<file path="config.mk">
export PLATFORM = sky130hd
export DESIGN_NAME = keypad_scan_ctrl
export DESIGN_NICKNAME = d
export VERILOG_FILES = /design/src/rtl/keypad_scan_ctrl.sv
export SDC_FILE = /design/constraint.sdc
export NUM_CORES = 1
export LEC_CHECK = 0
export ABC_AREA = 1
export CORE_MARGIN = 2
export CORE_UTILIZATION = 42
export DETAILED_ROUTE_END_ITERATION = 8
export SLEW_MARGIN = 20
export SYNTH_ARGS = -nofsm -noshare
export SYNTH_HDL_FRONTEND = slang
export SYNTH_SLANG_ARGS = --single-unit
export TNS_END_PERCENT = 20
</file>
<file path="constraint.sdc">
create_clock -name clk_i -period 4.1 [get_ports clk_i]
set_clock_uncertainty 0.15 [all_clocks]
set_input_delay 0.82 -clock clk_i [delete_from_list [all_inputs] [get_ports clk_i]]
set_output_delay 0.82 -clock clk_i [all_outputs]
set_load 0.02 [all_outputs]
</file>
<file path="src/rtl/keypad_scan_ctrl.sv">
// 4x4 keypad scanner: one-hot row strobes, synchronised column sampling,
// press/release debounce and a single-cycle report per accepted key.
module keypad_scan_ctrl #(
    parameter int SCAN_DIV        = 4096,
    parameter int DEBOUNCE_CYCLES = 20000
) (
    input  logic       clk_i,
    input  logic       rst_ni,
    input  logic [3:0] col_i,
    output logic [3:0] row_o,
    output logic [3:0] key_o,
    output logic       key_valid_o,
    output logic       key_held_o
);

    localparam int DW = $clog2(SCAN_DIV);
    localparam int BW = $clog2(DEBOUNCE_CYCLES);

    localparam logic [DW-1:0] DIV_LAST = DW'(SCAN_DIV - 1);
    localparam logic [BW-1:0] DB_LAST  = BW'(DEBOUNCE_CYCLES - 1);

    typedef enum logic [1:0] {
        SCAN     = 2'd0,
        DEBOUNCE = 2'd1,
        HELD     = 2'd2,
        RELEASE  = 2'd3
    } state_e;

    state_e        state_q, state_d;
    logic [3:0]    col_meta_q;
    logic [3:0]    col_s_q;
    logic [3:0]    row_q, row_d;
    logic [DW-1:0] div_q, div_d;
    logic [BW-1:0] db_q, db_d;
    logic [1:0]    settle_q, settle_d;
    logic [1:0]    row_idx_q, row_idx_d;
    logic [1:0]    col_idx_q, col_idx_d;
    logic [3:0]    key_q, key_d;
    logic          key_valid_q, key_valid_d;

    logic [3:0]    row_next;
    logic [1:0]    row_enc;
    logic [1:0]    col_pick;
    logic          tracked;

    // Two-flop synchroniser; col_i is asynchronous to clk_i.
    always_ff @(posedge clk_i or negedge rst_ni) begin
        if (!rst_ni) begin
            col_meta_q <= 4'b0000;
            col_s_q    <= 4'b0000;
        end else begin
            col_meta_q <= col_i;
            col_s_q    <= col_meta_q;
        end
    end

    assign row_next   = {row_q[2:0], row_q[3]};
    assign row_enc    = {row_q[2] | row_q[3], row_q[1] | row_q[3]};
    assign tracked    = col_s_q[col_idx_q];

    // Lowest set column wins when several are active.
    always_comb begin
        col_pick = 2'd0;
        if (col_s_q[0]) begin
            col_pick = 2'd0;
        end else if (col_s_q[1]) begin
            col_pick = 2'd1;
        end else if (col_s_q[2]) begin
            col_pick = 2'd2;
        end else if (col_s_q[3]) begin
            col_pick = 2'd3;
        end
    end

    always_comb begin
        state_d     = state_q;
        row_d       = row_q;
        div_d       = div_q;
        db_d        = db_q;
        row_idx_d   = row_idx_q;
        col_idx_d   = col_idx_q;
        key_d       = key_q;
        key_valid_d = 1'b0;
        settle_d    = (settle_q != 2'd0) ? settle_q - 2'd1 : 2'd0;

        case (state_q)
            SCAN: begin
                // A press seen on the step cycle wins; the row stays put.
                if (settle_q == 2'd0 && col_s_q != 4'b0000) begin
                    row_idx_d = row_enc;
                    col_idx_d = col_pick;
                    db_d      = '0;
                    state_d   = DEBOUNCE;
                end else if (div_q == DIV_LAST) begin
                    div_d    = '0;
                    row_d    = row_next;
                    settle_d = 2'd2;
                end else begin
                    div_d = div_q + 1'b1;
                end
            end
            DEBOUNCE: begin
                if (!tracked) begin
                    state_d  = SCAN;
                    row_d    = row_next;
                    div_d    = '0;
                    settle_d = 2'd2;
                end else if (db_q == DB_LAST) begin
                    state_d     = HELD;
                    key_d       = {row_idx_q, col_idx_q};
                    key_valid_d = 1'b1;
                end else begin
                    db_d = db_q + 1'b1;
                end
            end
            HELD: begin
                if (!tracked) begin
                    state_d = RELEASE;
                    db_d    = '0;
                end
            end
            RELEASE: begin
                // Bounce back to pressed re-enters HELD without a new report.
                if (tracked) begin
                    state_d = HELD;
                    db_d    = '0;
                end else if (db_q == DB_LAST) begin
                    state_d  = SCAN;
                    row_d    = row_next;
                    div_d    = '0;
                    settle_d = 2'd2;
                end else begin
                    db_d = db_q + 1'b1;
                end
            end
            default: begin
                state_d = SCAN;
            end
        endcase
    end

    always_ff @(posedge clk_i or negedge rst_ni) begin
        if (!rst_ni) begin
            state_q     <= SCAN;
            row_q       <= 4'b0001;
            div_q       <= '0;
            db_q        <= '0;
            settle_q    <= 2'd0;
            row_idx_q   <= 2'd0;
            col_idx_q   <= 2'd0;
            key_q       <= 4'h0;
            key_valid_q <= 1'b0;
        end else begin
            state_q     <= state_d;
            row_q       <= row_d;
            div_q       <= div_d;
            db_q        <= db_d;
            settle_q    <= settle_d;
            row_idx_q   <= row_idx_d;
            col_idx_q   <= col_idx_d;
            key_q       <= key_d;
            key_valid_q <= key_valid_d;
        end
    end

    assign row_o       = row_q;
    assign key_o       = key_q;
    assign key_valid_o = key_valid_q;
    assign key_held_o  = (state_q == HELD) || (state_q == RELEASE);

endmodule
</file>
==> impl_metrics.tcl <==
set metrics [dict create \
    max-slew-margin-rel_pct 41.7 \
    filler_cell_count 709 \
    final_cell_count_no_fill 531 \
    cts_made_buffers 5 \
    worst_ep_required_time_ns 4.15 \
    die_area_um2 7890 \
    synth.cell_area_um2 3020 \
    tritoncts_num_sinks 52 \
    tritoncts_clock_tree "yes" \
    drcViolationCount 0 \
    worstHoldPathType "reg2reg" \
    drv.max_cap_violation_count 0 \
    wl_per_cell_um 12.6 \
    postSynth.topFlopCell "sky130_fd_sc_hd__dfrtp_1" \
    critPathLaunchType "register" \
    p_comb_share_pct 41.8 \
    vdd_drop_max_mv 0.269 \
    worst_slack_ns 1.54 \
    final_period_minus_worst_setup_slack_ns 2.56 \
    via_count 2693 \
    switchingPower_w 0.000767 \
    worst-endpoint-arrival_ns 2.61 \
    dieHeight_um 88.8 \
    fin_util_pct 48.6 \
    share_of_total_power_consumed_by_net_switching_pct 46.9 \
    post_dp_cell_area_um2 3240 \
    drive_gt1_share_pct 9.20 \
    synth-warning-count 0 \
    post_synthesis_cell_type_count 35 \
    clk_latency_ns 0.31 \
    power.density_cell_area_nw_per_um2 490 \
    final_area_um2 3340 \
    grt_antenna_before_repair 0 \
    synth-edff-count 0 \
    largest_net_degree_at_the_start_of_global_routing 31 \
    regToRegStartpoint "state_q[0]" \
    final.setup.tns_ns 0 \
    detailed_place_hpwl_mm 5.03 \
    ys_seq_area_share_pct 43.1 \
    grt_pass1_wl_mm 11.8 \
    seqPwrFrac_pct 39.2 \
    tightest_slew_ns 0.871 \
    overflow 0 \
    timing.fmax_mhz 390 \
    critPathMaxFanout 15 \
    syn_avg_cell_area_um2 7.21 \
    clock-root-buffer "sky130_fd_sc_hd__clkbuf_8" \
    hold_path_startpoint "col_meta_q[2]" \
    async_flop_share_pct 100 \
    design.final.nets 442 \
    hold-path-cell-count 0 \
    numPortBuffers 15 \
    initial_util_pct 44.0 \
    cts_setup_buffers 0 \
    place_congestion 0.868 \
    crit_type "reg2reg" \
    outcome "finished, final reports clean" \
    path_clk_slew_ns 0.10 \
    final.period_utilization_pct 62.5 \
    timing.final.hold_violations 0 \
    netlist_instances 419 \
    r2r_cells 7 \
    num_ports 16 \
    first_iter_violations 237 \
    ff2ff_setup_slack_ns 1.54 \
    cts-hold-fix-buffers 0 \
    post_drt_via_cell_ratio 5.07 \
    commonest_cells_after_routing_fill_and_taps_aside "sky130_fd_sc_hd__nand2_1 (150), sky130_fd_sc_hd__dfrtp_1 (51), sky130_fd_sc_hd__nor2_1 (42), sky130_fd_sc_hd__nand3_1 (40), sky130_fd_sc_hd__inv_1 (34)" \
    ctsHtreeMaxLevel 2 \
    regToRegEndpoint "db_q[7]" \
    detailedRoute.firstPassIterationCount 5 \
    grt_pass1_vias 2620 \
    core_area_um2 6870 \
    totalWireLength_mm 6.68 \
    areaGrowthSynthToFinish_pct 10.3 \
    synth_nets 427 \
    pwr-share-clk_pct 19.1 \
    post_cts_resized 0 \
    drv_slew 0 \
    finalSetupViolations 0 \
    die_width_um 88.8 \
    synth.ff_latch_count 52 \
    global_route.usage.total_pct 18.9 \
    rows 30 \
    internal_power_w 0.000867 \
    antenna_left 0 \
    worst_setup_path_end_kind "register" \
    power.static_leakage_nw 1.58 \
    worstHoldEndpoint "col_s_q[2]" \
    cts.path.max_buffers 2 \
    mostFrequentLayoutCell "sky130_fd_sc_hd__nand2_1" \
    insertedDiodeCount 0 \
    rsz0062_at_grt "no" \
    post-place-ws_ns 1.58 \
    placedCellCount 523 \
]
## through the flow
| stage | total power (W) | hold WS, ns |
|---|---|---|
| after floorplan | 0.00121 | 0.181 |
| after global routing | 0.00177 | 0.219 |
| after CTS | 0.00165 | 0.213 |
| final | 0.00163 | 0.209 |
| after global placement | 0.00132 | 0.184 |
| after detailed placement | 0.00133 | 0.188 |
## registers in the layout, summed over array words and instances (netlist names), named ones only
signal       flops
db_q            15
key_o            4
col_idx_q        2
row_idx_q        2
row_o            4
settle_q         2
col_s_q          4
col_meta_q       4
div_q           12
state_q          1
key_valid_o      1
## cell usage after synthesis (all sizes together) (2+ instances only)
library cell	n	share of area, %
nor3	4	1.0
a21oi	2	0.33
a21o	2	0.50
nand4	17	3.7
o21ai	29	5.7
inv	41	5.1
nand3	42	7.3
dfrtp	51	42
buf	6	1.5
clkbuf	2	0.25
ha	2	0.83
o211ai	2	0.50
clkinv	3	0.54
xor2	5	1.4
nand3b	2	0.50
or2	2	0.41
o21bai	3	0.74
nor2	45	6.0
nand2	155	20
## critical path: stages (launching register included)
cell	delay, ns
sky130_fd_sc_hd__dfrtp_1	0.64
sky130_fd_sc_hd__inv_2	0.17
sky130_fd_sc_hd__nor2_1	0.70
sky130_fd_sc_hd__nand2_1	0.22
sky130_fd_sc_hd__nand2_2	0.29
sky130_fd_sc_hd__inv_2	0.15
sky130_fd_sc_hd__nand2_1	0.09
sky130_fd_sc_hd__nand2_1	0.04
## worst max path at each step
stage	from	end	slack (ns)	cells past startpoint
finish	state_q[0]	db_q[7]	1.54	7
global route	state_q[0]	db_q[8]	1.24	7
CTS	state_q[0]	db_q[10]	1.57	7
detailed placement	state_q[0]	db_q[10]	1.58	7
global placement	state_q[0]	db_q[7]	1.64	7
floorplan	db_q[0]	div_q[11]	2.39	12
## routing by layer
| layer | wire length, um | share of wire [%] | vias to the layer above | global-route usage, % |
|---|---|---|---|---|
| met3 | 282 | 4.2 | 10 | 2.80 |
| met2 | 3070 | 46 | 61 | 31.9 |
| met4 | 92 | 1.4 | 0 | 6.61 |
| met1 | 3230 | 48 | 1241 | 24.8 |
| li1 | - | - | 1381 | - |
| met5 | 0 | 0 | - | 0 |
## area by class of cell
type	instances	area [um2]	share of cell area, %
timing repair buffer	16	153	4.58
clock buffer	5	68.8	2.06
clock inverter	3	25.0	0.750
multi-input combinational	315	1500	44.9
sequential	52	1300	39.0
inverter	44	170	5.10
tap	96	120	3.60
## cells by family (layout without fill, tap and decap cells)
group	Yosys count	count (layout)	share of synthesized area [%]
compound gates	40	40	8.32
buf+inv	52	68	7.41
flops	52	52	43.1
simple gates	267	267	38.6
fa+ha+maj	2	2	0.828
xor+xnor	6	6	1.74
## power by group through the flow
stage / sequential (W) / combinational, W / clock [W]
CTS: 0.000639 / 0.000682 / 0.000325
finish: 0.000640 / 0.000682 / 0.000311
floorplan: 0.000615 / 0.000596 / 0
global placement: 0.000648 / 0.000672 / 0
global route: 0.000654 / 0.000774 / 0.000341
detailed placement: 0.000650 / 0.000678 / 0
Note: power is estimated with default switching activity, not from simulation.
